### config.mk
export PLATFORM = sky130hd
export DESIGN_NAME = vga_scanout
export DESIGN_NICKNAME = d
export VERILOG_FILES = /design/src/rtl/vga_pkg.sv /design/src/rtl/vga_axis_counter.sv /design/src/rtl/vga_scanout.sv
export SDC_FILE = /design/constraint.sdc
export NUM_CORES = 1
export LEC_CHECK = 0
export ABC_AREA = 1
export CORE_MARGIN = 5
export CORE_UTILIZATION = 30
export CTS_CLUSTER_SIZE = 12
export DETAILED_ROUTE_END_ITERATION = 7
export PLACE_DENSITY = 0.59
export SYNTH_ARGS = -nofsm -noshare
export SYNTH_HDL_FRONTEND = slang
export SYNTH_SLANG_ARGS = --single-unit
### constraint.sdc
create_clock -name vga_clk -period 4.3 [get_ports vga_clk]
set_input_delay 1.29 -clock vga_clk [delete_from_list [all_inputs] [get_ports vga_clk]]
set_output_delay 1.29 -clock vga_clk [all_outputs]
set_load 0.005 [all_outputs]
### src/rtl/vga_pkg.sv
// Shared VGA types: output word layout, pipeline flags, default 640x480 timing
// and the colour-bar table used by the optional test pattern.
package vga_pkg;

    localparam int H_ACTIVE_DEF = 640;
    localparam int H_FP_DEF     = 16;
    localparam int H_SYNC_DEF   = 96;
    localparam int H_BP_DEF     = 48;
    localparam int V_ACTIVE_DEF = 480;
    localparam int V_FP_DEF     = 10;
    localparam int V_SYNC_DEF   = 2;
    localparam int V_BP_DEF     = 33;

    typedef logic [11:0] rgb444_t;

    typedef struct packed {
        logic [3:0] red;
        logic [3:0] green;
        logic [3:0] blue;
        logic       hsync;
        logic       vsync;
    } vga_out_t;

    // Raster flags that travel alongside a pixel read until its data returns
    typedef struct packed {
        logic active;
        logic hs;
        logic vs;
        logic fs;
        logic ls;
    } vga_flags_t;

    function automatic rgb444_t bar_colour(input logic [2:0] idx);
        case (idx)
            3'd0:    bar_colour = 12'hFFF;
            3'd1:    bar_colour = 12'hFF0;
            3'd2:    bar_colour = 12'h0FF;
            3'd3:    bar_colour = 12'h0F0;
            3'd4:    bar_colour = 12'hF0F;
            3'd5:    bar_colour = 12'hF00;
            3'd6:    bar_colour = 12'h00F;
            default: bar_colour = 12'h000;
        endcase
    endfunction

endpackage

### src/rtl/vga_axis_counter.sv
// One raster axis: free-running position counter with wrap, active-region
// and sync-pulse decodes. Instantiated once for h and once for v.
module vga_axis_counter
    import vga_pkg::*;
#(
    parameter int ACTIVE = H_ACTIVE_DEF,
    parameter int FP     = H_FP_DEF,
    parameter int SYNC   = H_SYNC_DEF,
    parameter int BP     = H_BP_DEF,
    parameter int W      = 10
) (
    input  logic         clk,
    input  logic         reset,
    input  logic         en,
    output logic [W-1:0] count,
    output logic         wrap,
    output logic         in_active,
    output logic         in_sync
);

    localparam int TOTAL = ACTIVE + FP + SYNC + BP;
    localparam logic [W-1:0] LAST    = W'(TOTAL - 1);
    localparam logic [W-1:0] ACT_END = W'(ACTIVE);
    localparam logic [W-1:0] SYNC_LO = W'(ACTIVE + FP);
    localparam logic [W-1:0] SYNC_HI = W'(ACTIVE + FP + SYNC);

    always_ff @(posedge clk) begin
        if (reset) begin
            count <= '0;
        end else if (en) begin
            count <= wrap ? '0 : count + W'(1);
        end
    end

    assign wrap      = (count == LAST);
    assign in_active = (count < ACT_END);
    assign in_sync   = (count >= SYNC_LO) && (count < SYNC_HI);

endmodule

### src/rtl/vga_scanout.sv
// VGA raster generator: issues framebuffer reads and emits registered RGB444 + syncs.
// Optional colour-bar test pattern is built only when VGA_TEST_PATTERN_EN is defined.
module vga_scanout
    import vga_pkg::*;
#(
    parameter int H_ACTIVE = H_ACTIVE_DEF,
    parameter int H_FP     = H_FP_DEF,
    parameter int H_SYNC   = H_SYNC_DEF,
    parameter int H_BP     = H_BP_DEF,
    parameter int V_ACTIVE = V_ACTIVE_DEF,
    parameter int V_FP     = V_FP_DEF,
    parameter int V_SYNC   = V_SYNC_DEF,
    parameter int V_BP     = V_BP_DEF,
    parameter bit HS_POL   = 1'b0,
    parameter bit VS_POL   = 1'b0,
    parameter int RD_LAT   = 1,
    parameter int ADDR_W   = 19
) (
    input  logic              vga_clk,
    input  logic              reset,
    input  logic              test_mode,
    output logic              pix_rd,
    output logic [ADDR_W-1:0] pix_addr,
    input  logic [11:0]       pix_data,
    output logic              frame_start,
    output logic              line_start,
    output logic [13:0]       vgaData
);

    localparam int H_TOTAL = H_ACTIVE + H_FP + H_SYNC + H_BP;
    localparam int V_TOTAL = V_ACTIVE + V_FP + V_SYNC + V_BP;
    localparam int H_W     = $clog2(H_TOTAL);
    localparam int V_W     = $clog2(V_TOTAL);

    logic [H_W-1:0] h_cnt;
    logic [V_W-1:0] v_cnt;
    logic           h_wrap, h_active, h_sync;
    logic           v_active, v_sync, v_wrap_unused;

    vga_axis_counter #(
        .ACTIVE(H_ACTIVE), .FP(H_FP), .SYNC(H_SYNC), .BP(H_BP), .W(H_W)
    ) u_h_axis (
        .clk(vga_clk), .reset(reset), .en(1'b1),
        .count(h_cnt), .wrap(h_wrap), .in_active(h_active), .in_sync(h_sync)
    );

    vga_axis_counter #(
        .ACTIVE(V_ACTIVE), .FP(V_FP), .SYNC(V_SYNC), .BP(V_BP), .W(V_W)
    ) u_v_axis (
        .clk(vga_clk), .reset(reset), .en(h_wrap),
        .count(v_cnt), .wrap(v_wrap_unused), .in_active(v_active), .in_sync(v_sync)
    );

    logic              active, origin, line_head;
    logic [ADDR_W-1:0] cur_addr;
    vga_flags_t        st_reg;
    logic [ADDR_W-1:0] addr_reg, next_addr_reg;

    assign active    = h_active && v_active;
    assign origin    = (h_cnt == '0) && (v_cnt == '0);
    assign line_head = (h_cnt == '0);
    assign cur_addr  = origin ? '0 : next_addr_reg;

    // Stage 0: read strobe and address leave the block registered
    always_ff @(posedge vga_clk) begin
        if (reset) begin
            st_reg        <= '0;
            addr_reg      <= '0;
            next_addr_reg <= '0;
        end else begin
            st_reg <= '{active: active, hs: h_sync, vs: v_sync,
                        fs: active && origin, ls: active && line_head};
            if (active) begin
                addr_reg      <= cur_addr;
                next_addr_reg <= cur_addr + ADDR_W'(1);
            end
        end
    end

    assign pix_rd   = st_reg.active;
    assign pix_addr = addr_reg;

    // Flags wait RD_LAT cycles so they meet the returning pixel data
    genvar gi;
    generate
        for (gi = 0; gi < RD_LAT; gi++) begin : g_pipe
            vga_flags_t flags_reg;
            if (gi == 0) begin : g_head
                always_ff @(posedge vga_clk) begin
                    if (reset) flags_reg <= '0;
                    else       flags_reg <= st_reg;
                end
            end else begin : g_body
                always_ff @(posedge vga_clk) begin
                    if (reset) flags_reg <= '0;
                    else       flags_reg <= g_pipe[gi-1].flags_reg;
                end
            end
        end
    endgenerate

    vga_flags_t tail_flags;
    rgb444_t    src_rgb;
    assign tail_flags = g_pipe[RD_LAT-1].flags_reg;

`ifdef VGA_TEST_PATTERN_EN
    localparam int BAR_W = H_ACTIVE / 8;

    logic        test_mode_reg, pat_sel;
    logic [2:0]  bar_idx;
    logic [12:0] pat_st_reg;

    // Mode is latched only at the frame origin so a frame never tears
    assign pat_sel = origin ? test_mode : test_mode_reg;
    assign bar_idx = 3'(h_cnt / H_W'(BAR_W));

    always_ff @(posedge vga_clk) begin
        if (reset) begin
            test_mode_reg <= 1'b0;
            pat_st_reg    <= '0;
        end else begin
            if (origin) test_mode_reg <= test_mode;
            pat_st_reg <= {pat_sel, bar_colour(bar_idx)};
        end
    end

    generate
        for (gi = 0; gi < RD_LAT; gi++) begin : g_pat
            logic [12:0] pat_reg;
            if (gi == 0) begin : g_head
                always_ff @(posedge vga_clk) begin
                    if (reset) pat_reg <= '0;
                    else       pat_reg <= pat_st_reg;
                end
            end else begin : g_body
                always_ff @(posedge vga_clk) begin
                    if (reset) pat_reg <= '0;
                    else       pat_reg <= g_pat[gi-1].pat_reg;
                end
            end
        end
    endgenerate

    logic [12:0] tail_pat;
    assign tail_pat = g_pat[RD_LAT-1].pat_reg;
    assign src_rgb  = tail_pat[12] ? tail_pat[11:0] : pix_data;
`else
    logic unused_test_mode;
    assign unused_test_mode = test_mode;
    assign src_rgb          = pix_data;
`endif

    vga_out_t out_reg;
    logic     fs_reg, ls_reg;

    always_ff @(posedge vga_clk) begin
        if (reset) begin
            out_reg <= '{red: 4'h0, green: 4'h0, blue: 4'h0,
                         hsync: ~HS_POL, vsync: ~VS_POL};
            fs_reg  <= 1'b0;
            ls_reg  <= 1'b0;
        end else begin
            {out_reg.red, out_reg.green, out_reg.blue} <= tail_flags.active ? src_rgb : 12'h000;
            out_reg.hsync <= tail_flags.hs ? HS_POL : ~HS_POL;
            out_reg.vsync <= tail_flags.vs ? VS_POL : ~VS_POL;
            fs_reg        <= tail_flags.fs;
            ls_reg        <= tail_flags.ls;
        end
    end

    assign vgaData     = out_reg;
    assign frame_start = fs_reg;
    assign line_start  = ls_reg;

endmodule
==> results.md <==
- Simple-gate share of the synthesized area: 29.2%
- Critical Path Start Type: primary input
- Sw frac: a little under a quarter
- Synthesized instance count: approximately 470
- Peak VDD IR: around 0.00018 V
- Worst Hold Depth: 1
- Floorplan core area: about 12000 um2
- Worst stage delay on the critical path: 0.46 ns
- Pre-Repair DR Iteration Count: 6
- Die Wd: roughly 120 um
- Worst path depth: 7
- Final #Nets: about 540
- R2r startpoint: u_v_axis.count[1]
- Worst setup path category: in2reg
- Setup TNS: 0 ns
- Final Hold Vio Count: 0
- Largest fanout on the critical path: 16
- Async set-reset flop share out of synthesis: 0%
- Most used flip-flop cell after synthesis: dfxtp_1
- Synth area leader: dfxtp_1
- Power Dens Cells: between 300 and 400 nW/um2
- Int Power: 1.24 mW
- Seq pwr share: between 40% and 50%
- Min-delay src: g_pipe[0].flags_reg[3]
- Worst Hold Margin: about 0.37 ns
- Reg2Reg Depth: 19
- Gr busiest metal: met2
- Area growth syn-to-layout: 24.9%
- WHS Endpoint: vgaData[1]
- Clock transition at path regs: 0.06 ns
- Multiplexer share of the synthesized area: 0%
- Number of synthesized register bits: 84
- Critical path data arrival time: approximately 3.0 ns
- Dpl cell area: 4160 um2
- Vias in the first global route: 2864
- Post-Syn Area: around 3600 um2
- H-tree depth: 3
- DRC viols: 0
- Unrepaired setup endpoints after global routing: no
- Gate power share: ~5.2%
- Design area: 4450 um2
- Antenna Nets Post-Route: 0
- Top Family by Delay on Critical Path: buffers and inverters
- Setup bufs post-CTS: 0
- CTS tree: yes
- Sink Count: 84
- Global-route met3 utilization: under 10%
- Met1 Track Usage GR: 13.9%
- XOR/XNOR Fraction of Synth Area: less than 1%
- P_leak: around 1.7 nW
- Hold buffers post-CTS: 0
- Vias: roughly 3000
- Mapped Nets: roughly 500
- CTS root buf: clkbuf_16
- Crit-path slowest cell: clkdlybuf4s50_1
- Sequential share of the synthesized area: a little under half
- Cell variety after synth: 35
- Outcome: finished clean
- Slew HR: about half
- Hpwl dp: 5360 um
- Worst min-delay path class: reg2reg
- Top-count cell post-synth: dfxtp_1
- Crit path from: reset
- Largest net degree at the start of global routing: 37
- Post-Syn Area per Cell: roughly 7.6 um2
- Reg2Reg Setup Slack: approximately 1.7 ns
- CP bufs+invs: 4
- Fraction of layout cells with a size suffix above 1: roughly 9.2%
- Yosys warns: 0
- Routed wire length: between 7000 and 8000 um
- Adder-cell share of the synthesized area: between 2 and 2.5%
- Post-synth top cells: dfxtp_1, nor2_1, inv_1
- CTS max path bufs: 2
- Vias/cell: about 4.5
- GP Congestion: approximately 0.8
- Setup Viol. Count Final: 0
- Crit-path cells: clkdlybuf4s50_1, buf_4, inv_1, nand2_1, nand2_1, inv_1, nor3b_1
- Initial antenna violation count: 0
- Die footprint: ~14000 um2
- Max Cap Violations: 0
- Final worst-path cycle share: 64.3%
- FF-to-FF End: next_addr_reg[18]
- Min Tclk post-route: between 2 and 3 ns
- Detailed Route Iter0 Violations: roughly 180
- Top post-synthesis cells by area: dfxtp_1, nor2_1, inv_1, nand2_1, a21oi_1
- Slew Limit Fails: 0
- Clk_lat worst skew: ~0.34 ns
- Fmax: between 300 and 400 MHz
- Setup crit end kind: flop
- TritonCTS Buffers: 9
- # diodes: 0
- Wirelength per Cell: about 11 um
- CTS resizes: 0
- Data required, critical path: between 4 and 5 ns
- Compound-gate portion of the synthesized area: 11.4%
- Number of port buffers: 49
- Clk pwr share: 46.0%
- Largest family of logic cells by synthesized area: simple AND/OR/NAND/NOR gates
- Global-route wire length before repair: 13200 um
- M2 GR Usage: ~18%
- Tightest Pin Transition: ~0.73 ns
- Setup Skew: 0.00517 ns
- Switching power: 390 uW
- Gr usage total: 11.3%
- Die Y: between 100 and 150 um
- IO Count: just over 50
- Post-synth EDFFs: 0
- Share of the synthesized area in the top cell type: around 47%
- Grt ovf: 0
- Row count: 39
- Initial core utilization: 30.9%
==> metrics by stage <==
step | cells | worst slack, ns | util (%) | power (mW)
6_report | 662 | 1.54 | 38.6 | 1.63
5_1_grt | 662 | 1.30 | 38.6 | 1.71
4_1_cts | 662 | 1.51 | 38.6 | 1.66
3_5_place_dp | 646 | 1.15 | 36.1 | 0.901
3_3_place_gp | 646 | 1.21 | 36.1 | 0.899
2_1_floorplan | 467 | 1.96 | - | 0.871
==> cells by family (layout without fill, tap and decap cells) <==
logic type	count (synthesis)	after routing
compound gates	76	76
xor+xnor	1	1
fa+ha+maj	6	6
buf+inv	85	137
flops	84	84
simple gates	215	215
==> worst max path at each step <==
stage | to
final | u_v_axis.count[2]
after global routing | u_v_axis.count[4]
after CTS | u_v_axis.count[2]
after detailed placement | u_v_axis.count[2]
after global placement | u_v_axis.count[2]
after floorplan | u_h_axis.count[8]
==> metal layers <==
layer,part of all wire (%),vias to the layer above
li1,-,1583
met1,48,1343
met2,45,57
met3,4.5,8
met4,2.0,0
met5,0,-
==> cells in the final DEF (no fill, tap or decap), drive strengths merged, types with 2 or more instances in the layout <==
cell type,instances
nand2,69
dfxtp,84
clkinv,2
buf,2
nand4,8
nor2,93
nor3,14
ha,6
inv,74
o21ai,33
a21oi,36
nand3,25
clkdlybuf4s50,49
o211a,2
clkbuf,10
nor3b,4
==> power groups by stage <==
stage / logic, mW / clock network, mW / registers, mW
floorplan: 0.0576 / 0 / 0.814
global placement: 0.0847 / 0 / 0.814
detailed placement: 0.0864 / 0 / 0.815
CTS: 0.0869 / 0.775 / 0.797
global route: 0.0973 / 0.813 / 0.798
finish: 0.0854 / 0.752 / 0.797
==> area by class of cell <==
| type | instances | area (um2) |
|---|---|---|
| fill | 1191 | 7070 |
| timing repair buffer | 51 | 505 |
| sequential | 84 | 1680 |
| multi-input combinational | 298 | 1530 |
| inverter | 70 | 263 |
| clock buffer | 10 | 239 |
| tap | 143 | 179 |
| clock inverter | 6 | 52.6 |
Power figures use the tool's default switching activity.
